[config.mk]
export PLATFORM = sky130hd
export DESIGN_NAME = decode_stage
export DESIGN_NICKNAME = d
export VERILOG_FILES = /design/src/rtl/decode_stage.sv
export SDC_FILE = /design/constraint.sdc
export NUM_CORES = 2
export LEC_CHECK = 0
export ABC_CLOCK_PERIOD_IN_PS = 8400
export BUFFER_PORTS_ARGS = -buffer_cell sky130_fd_sc_hd__buf_2
export CORE_MARGIN = 5
export CORE_UTILIZATION = 46
export DETAILED_ROUTE_END_ITERATION = 6
export PLACE_DENSITY = 0.7
export SLEW_MARGIN = 15
export SYNTH_ARGS = -nofsm -noshare
export SYNTH_HDL_FRONTEND = slang
export SYNTH_SLANG_ARGS = --single-unit
[constraint.sdc]
create_clock -name clk -period 8.4 [get_ports clk]
set_clock_uncertainty 0.1 [all_clocks]
set_input_delay 1.68 -clock clk [delete_from_list [all_inputs] [get_ports clk]]
set_output_delay 1.68 -clock clk [all_outputs]
set_load 0.005 [all_outputs]
[src/rtl/decode_stage.sv]
// rtl/decode_stage.sv - MIPS-subset decode stage: IF/ID register, register file, branch resolve, hazards, ID/EX register
module decode_stage #(
  parameter int Width = 32
) (
  input  logic             clk,
  input  logic             rst_n,
  input  logic [Width-1:0] pcAddFour,
  input  logic [Width-1:0] instruction,
  input  logic             wb_regWrite,
  input  logic [4:0]       wb_writeReg,
  input  logic [Width-1:0] wb_writeData,
  input  logic             mem_regWrite,
  input  logic [4:0]       mem_writeReg,
  output logic             pc_enable,
  output logic             PCSrc,
  output logic [Width-1:0] adderResult,
  output logic             ex_valid,
  output logic [5:0]       ex_opcode,
  output logic [5:0]       ex_funct,
  output logic [4:0]       ex_rs,
  output logic [4:0]       ex_rt,
  output logic [4:0]       ex_rd,
  output logic [Width-1:0] ex_readData1,
  output logic [Width-1:0] ex_readData2,
  output logic [Width-1:0] ex_signImm,
  output logic [Width-1:0] ex_pcAddFour
);

  localparam logic [5:0] OP_RTYPE = 6'b000000;
  localparam logic [5:0] OP_LW    = 6'b100011;
  localparam logic [5:0] OP_BEQ   = 6'b000100;
  localparam logic [5:0] OP_BNE   = 6'b000101;

  logic [Width-1:0] id_instr;
  logic [Width-1:0] id_pc4;
  logic             id_valid;
  logic [Width-1:0] rf [32];

  logic [5:0]       id_opcode;
  logic [5:0]       id_funct;
  logic [4:0]       id_rs;
  logic [4:0]       id_rt;
  logic [4:0]       id_rd;
  logic [Width-1:0] id_sign_imm;
  logic [Width-1:0] read_data1;
  logic [Width-1:0] read_data2;

  logic [4:0] ex_dest;
  logic       ex_wr;
  logic       is_beq;
  logic       is_bne;
  logic       operands_equal;
  logic       dep_rs;
  logic       dep_rt;
  logic       load_use;
  logic       branch_dep;
  logic       stall;
  logic       taken;

  assign id_opcode   = id_instr[31:26];
  assign id_rs       = id_instr[25:21];
  assign id_rt       = id_instr[20:16];
  assign id_rd       = id_instr[15:11];
  assign id_funct    = id_instr[5:0];
  assign id_sign_imm = {{(Width-16){id_instr[15]}}, id_instr[15:0]};

  // Write-through lets the instruction in ID see a value retiring in WB this cycle.
  always_comb begin
    read_data1 = '0;
    read_data2 = '0;
    if (id_rs != 5'd0) begin
      read_data1 = (wb_regWrite && wb_writeReg == id_rs) ? wb_writeData : rf[id_rs];
    end
    if (id_rt != 5'd0) begin
      read_data2 = (wb_regWrite && wb_writeReg == id_rt) ? wb_writeData : rf[id_rt];
    end
  end

  always_comb begin
    ex_dest = 5'd0;
    if (ex_valid) begin
      if (ex_opcode == OP_RTYPE) begin
        ex_dest = ex_rd;
      end else if (ex_opcode == OP_LW || ex_opcode[5:3] == 3'b001) begin
        ex_dest = ex_rt;
      end
    end
  end

  assign ex_wr = (ex_dest != 5'd0);

  assign dep_rs = (id_rs != 5'd0) &&
                  ((ex_wr && ex_dest == id_rs) || (mem_regWrite && mem_writeReg == id_rs));
  assign dep_rt = (id_rt != 5'd0) &&
                  ((ex_wr && ex_dest == id_rt) || (mem_regWrite && mem_writeReg == id_rt));

  assign is_beq = (id_opcode == OP_BEQ);
  assign is_bne = (id_opcode == OP_BNE);

  assign load_use   = ex_valid && (ex_opcode == OP_LW) && (ex_rt != 5'd0) &&
                      (ex_rt == id_rs || ex_rt == id_rt);
  assign branch_dep = id_valid && (is_beq || is_bne) && (dep_rs || dep_rt);
  assign stall      = load_use | branch_dep;

  // A branch blocked on an operand is neither taken nor flushed until the stall clears.
  assign operands_equal = (read_data1 == read_data2);
  assign taken          = id_valid && !stall &&
                          ((is_beq && operands_equal) || (is_bne && !operands_equal));

  assign pc_enable   = ~stall;
  assign PCSrc       = taken;
  assign adderResult = id_pc4 + {id_sign_imm[Width-3:0], 2'b00};

  always_ff @(posedge clk or negedge rst_n) begin
    if (!rst_n) begin
      for (int i = 0; i < 32; i++) begin
        rf[i] <= '0;
      end
    end else if (wb_regWrite && wb_writeReg != 5'd0) begin
      rf[wb_writeReg] <= wb_writeData;
    end
  end

  always_ff @(posedge clk or negedge rst_n) begin
    if (!rst_n) begin
      id_instr <= '0;
      id_pc4   <= '0;
      id_valid <= 1'b0;
    end else if (!stall) begin
      if (taken) begin
        id_instr <= '0;
        id_pc4   <= pcAddFour;
        id_valid <= 1'b0;
      end else begin
        id_instr <= instruction;
        id_pc4   <= pcAddFour;
        id_valid <= 1'b1;
      end
    end
  end

  always_ff @(posedge clk or negedge rst_n) begin
    if (!rst_n) begin
      ex_valid     <= 1'b0;
      ex_opcode    <= '0;
      ex_funct     <= '0;
      ex_rs        <= '0;
      ex_rt        <= '0;
      ex_rd        <= '0;
      ex_readData1 <= '0;
      ex_readData2 <= '0;
      ex_signImm   <= '0;
      ex_pcAddFour <= '0;
    end else if (stall) begin
      ex_valid     <= 1'b0;
      ex_opcode    <= '0;
      ex_funct     <= '0;
      ex_rs        <= '0;
      ex_rt        <= '0;
      ex_rd        <= '0;
      ex_readData1 <= '0;
      ex_readData2 <= '0;
      ex_signImm   <= '0;
      ex_pcAddFour <= '0;
    end else begin
      ex_valid     <= id_valid;
      ex_opcode    <= id_opcode;
      ex_funct     <= id_funct;
      ex_rs        <= id_rs;
      ex_rt        <= id_rt;
      ex_rd        <= id_rd;
      ex_readData1 <= read_data1;
      ex_readData2 <= read_data2;
      ex_signImm   <= id_sign_imm;
      ex_pcAddFour <= id_pc4;
    end
  end

endmodule

==> run_results.csv <==
group,metric,value,unit
outcome,status,"finished clean",
logic_synthesis,async_reset_ff_share,100,%
floorplan,die_area,149000,sq um
clock_network,cts_num_sinks,1218,
clock_network,postCtsSetupRepairBufs,0,
drt,dr.pass1.iters,7,
logic_synthesis,synth-seq-cells,1218,
clock_network,cts_resized,0,
drt,wire_per_inst,33.2,um
sta,hold_violations,0,
logic_synthesis,syn_area,64900,sq um
worst_setup_path,crit_fanout,37,
sta,relSlewSlack,15.2,%
sta,setup-violations-final,0,
worst_hold_path,hp-class,"register to register",
finish,final_common_cell,"dfrtp_1",
global_routing,grt_pass1_vias,45051,
finish,final_nets,4936,
drt,antenna_left,0,
sta,rsz0062_at_grt,"no",
logic_synthesis,yosysSeqAreaShare,47.0,%
sta,fmax,127,MHz
finish,final_cell_mix,"dfrtp_1 (1208), mux2_2 (1011), mux4_2 (427)",
floorplan,boundaryPins,300,
sta,fin_crit_sh,93.8,%
finish,fin_cells,6794,
worst_setup_path,required,6620,ps
clock_network,hold_buffers,0,
clock_network,cts_max_level,4,
drt,drt-initial-drc-count,6135,
global_routing,gr-usage-all-layers,30.0,%
logic_synthesis,synth_edf_count,0,
place,hpwl,143,mm
worst_setup_path,worstSetupEndpointType,"primary output",
worst_setup_path,rrSetupSlack,1800,ps
sta,holdWs,296,ps
floorplan,rows,137,
global_routing,antenna_found_initial,38,
place,routabilityCongestion,0.995,
logic_synthesis,syn_inst,4729,
clock_network,clockBufferDepth,3,
place,io_buffers,299,
place,placed_area,67600,sq um
logic_synthesis,yosys_warnings,0,
floorplan,initial_core_util,46.4,%
drt,via_count,45410,
global_routing,grt_pass1_wl,324,mm
sta,worst_pin_slew,1260,ps
sta,post-route-min-period,7880,ps
logic_synthesis,synthDistinctLibCells,90,
drt,drt_wl_total,226,mm
sta,finalSetupTns,0,ps
pwr,power.total,0.0178,W
finish,synthToLayoutAreaGrowth,11.6,%
flow_run,maxCapViolCount,0,
floorplan,die_h,386,um
clock_network,cts_made_buffers,133,
floorplan,die_w,386,um
global_routing,grt.overflow.total,0,
drt,viasPerCell,6.68,
worst_setup_path,arrival,6100,ps
clock_network,cts_root_buf,"clkbuf_16",
clock_network,cts_tree,"built",
sta,slew_violations,0,
floorplan,core_area,140000,sq um
logic_synthesis,postSynthAreaPerCell,13.7,sq um
drt,drcViolationCount,0,
finish,layout-drive-gt1-share,45.2,%
place,dp.cells,6537,
global_routing,grt_max_degree,175,
finish,final_area,72400,sq um
clock_network,path_clk_slew,60,ps
clock_network,clock_latency,790,ps
pwr,p_per_area,246,nW/um^2
worst_setup_path,cp-start-kind,"register",
worst_setup_path,critical_path_class,"register to primary output",
logic_synthesis,synthFlopType,"dfrtp_1",
pwr,p_leak,31.9,nW
pwr,vdd_drop_max,0.162,mV
logic_synthesis,synth_nets,4869,
[synthesized netlist by cell type (13+ instances only)]
| master | count | area share [%] |
|---|---|---|
| a21o_1 | 13 | 0.15 |
| dfrtp_1 | 1218 | 47 |
| nor2b_1 | 37 | 0.36 |
| nor2_1 | 122 | 0.71 |
| nand2_1 | 221 | 1.3 |
| buf_6 | 35 | 0.61 |
| buf_1 | 58 | 0.34 |
| and2_1 | 83 | 0.80 |
| a221oi_1 | 14 | 0.19 |
| and3_1 | 15 | 0.14 |
| o21ai_0 | 53 | 0.41 |
| nand4_1 | 19 | 0.18 |
| xor2_1 | 27 | 0.36 |
| xnor2_1 | 55 | 0.74 |
| mux4_2 | 427 | 15 |
| o221ai_1 | 20 | 0.27 |
| a22oi_1 | 126 | 1.5 |
| a31oi_1 | 19 | 0.18 |
| nor3_1 | 28 | 0.22 |
| o22ai_1 | 30 | 0.29 |
| a21oi_1 | 104 | 0.80 |
| nor3_2 | 34 | 0.52 |
| buf_2 | 86 | 0.66 |
| inv_1 | 20 | 0.12 |
| nand3_1 | 43 | 0.33 |
| a22o_1 | 23 | 0.31 |
| ha_1 | 29 | 0.56 |
| a211oi_1 | 13 | 0.15 |
| clkbuf_1 | 254 | 1.5 |
| mux2_2 | 1011 | 18 |
| buf_4 | 62 | 0.72 |
| mux2i_1 | 249 | 3.8 |
[flip-flops by register name, summed over array words and instances, names as in the netlist, 6 cells and up]
| signal | count |
|---|---|
| ex_opcode | 6 |
| ex_pcAddFour | 32 |
| ex_readData1 | 32 |
| ex_readData2 | 32 |
| ex_signImm | 16 |
| id_instr | 32 |
| id_pc4 | 32 |
| rf | 1024 |
[critical path, stage by stage (launching register included)]
cell	delay [ps]
dfrtp_4	930
buf_4	660
xor2_1	150
nor2_1	400
nand2_2	610
o21ai_0	380
a21oi_1	100
xnor2_1	500
nand4_1	190
nor4_1	680
a21oi_4	110
or2_1	320
buf_2	210
[worst paths after layout]
| path | to | cells after the start | startpoint |
|---|---|---|---|
| min in group asynchronous | rf[464] | 1 | rst_n |
| hold reg to reg | rf[1022] | 0 | rf[1022] |
| setup / recovery | PCSrc | 12 | id_instr[22] |
| setup reg to reg | ex_readData1[12] | 12 | id_instr[18] |
| hold / removal | rf[1022] | 0 | rf[1022] |
| max in group asynchronous | id_instr[23] | 3 | rst_n |
[area by class of cell]
type,count,area (sq um)
clock inverter,63,980
multi-input combinational,2986,32000
sequential,1218,30500
tap,1876,2350
timing repair buffer,434,2710
inverter,23,88.8
fill,11768,67500
clock buffer,177,3750
antenna,17,42.5
[routing by layer]
layer	routed length, um	share of wire [%]	vias to the layer above	track usage [%]
met5	178	0.079	-	0
met4	12800	5.7	24	14.2
met3	28200	12	705	10.8
met2	98100	43	2900	43.8
met1	86400	38	23812	40.1
li1	-	-	17969	-
[logic make-up after synthesis]
| logic type | synth area share, % |
|---|---|
| flops | 47.0 |
| fa+ha+maj | 0.590 |
| compound gates | 5.64 |
| buf+inv | 4.10 |
| mux | 36.2 |
| xor+xnor | 1.11 |
| simple gates | 5.39 |
[power by group]
| part | switching (W) | internal, W |
|---|---|---|
| Combinational | 0.00178 | 0.00199 |
| Sequential | 0.000822 | 0.00691 |
| Clock | 0.00257 | 0.00376 |
| Total | 0.00517 | 0.0127 |
[per-stage QoR]
stage,setup WS [ps],utilization [%]
floorplan,2220,-
global placement,1140,48.3
detailed placement,1120,48.3
CTS,709,51.7
global route,431,51.7
finish,521,51.8
Note: power is estimated with default switching activity, not from simulation.
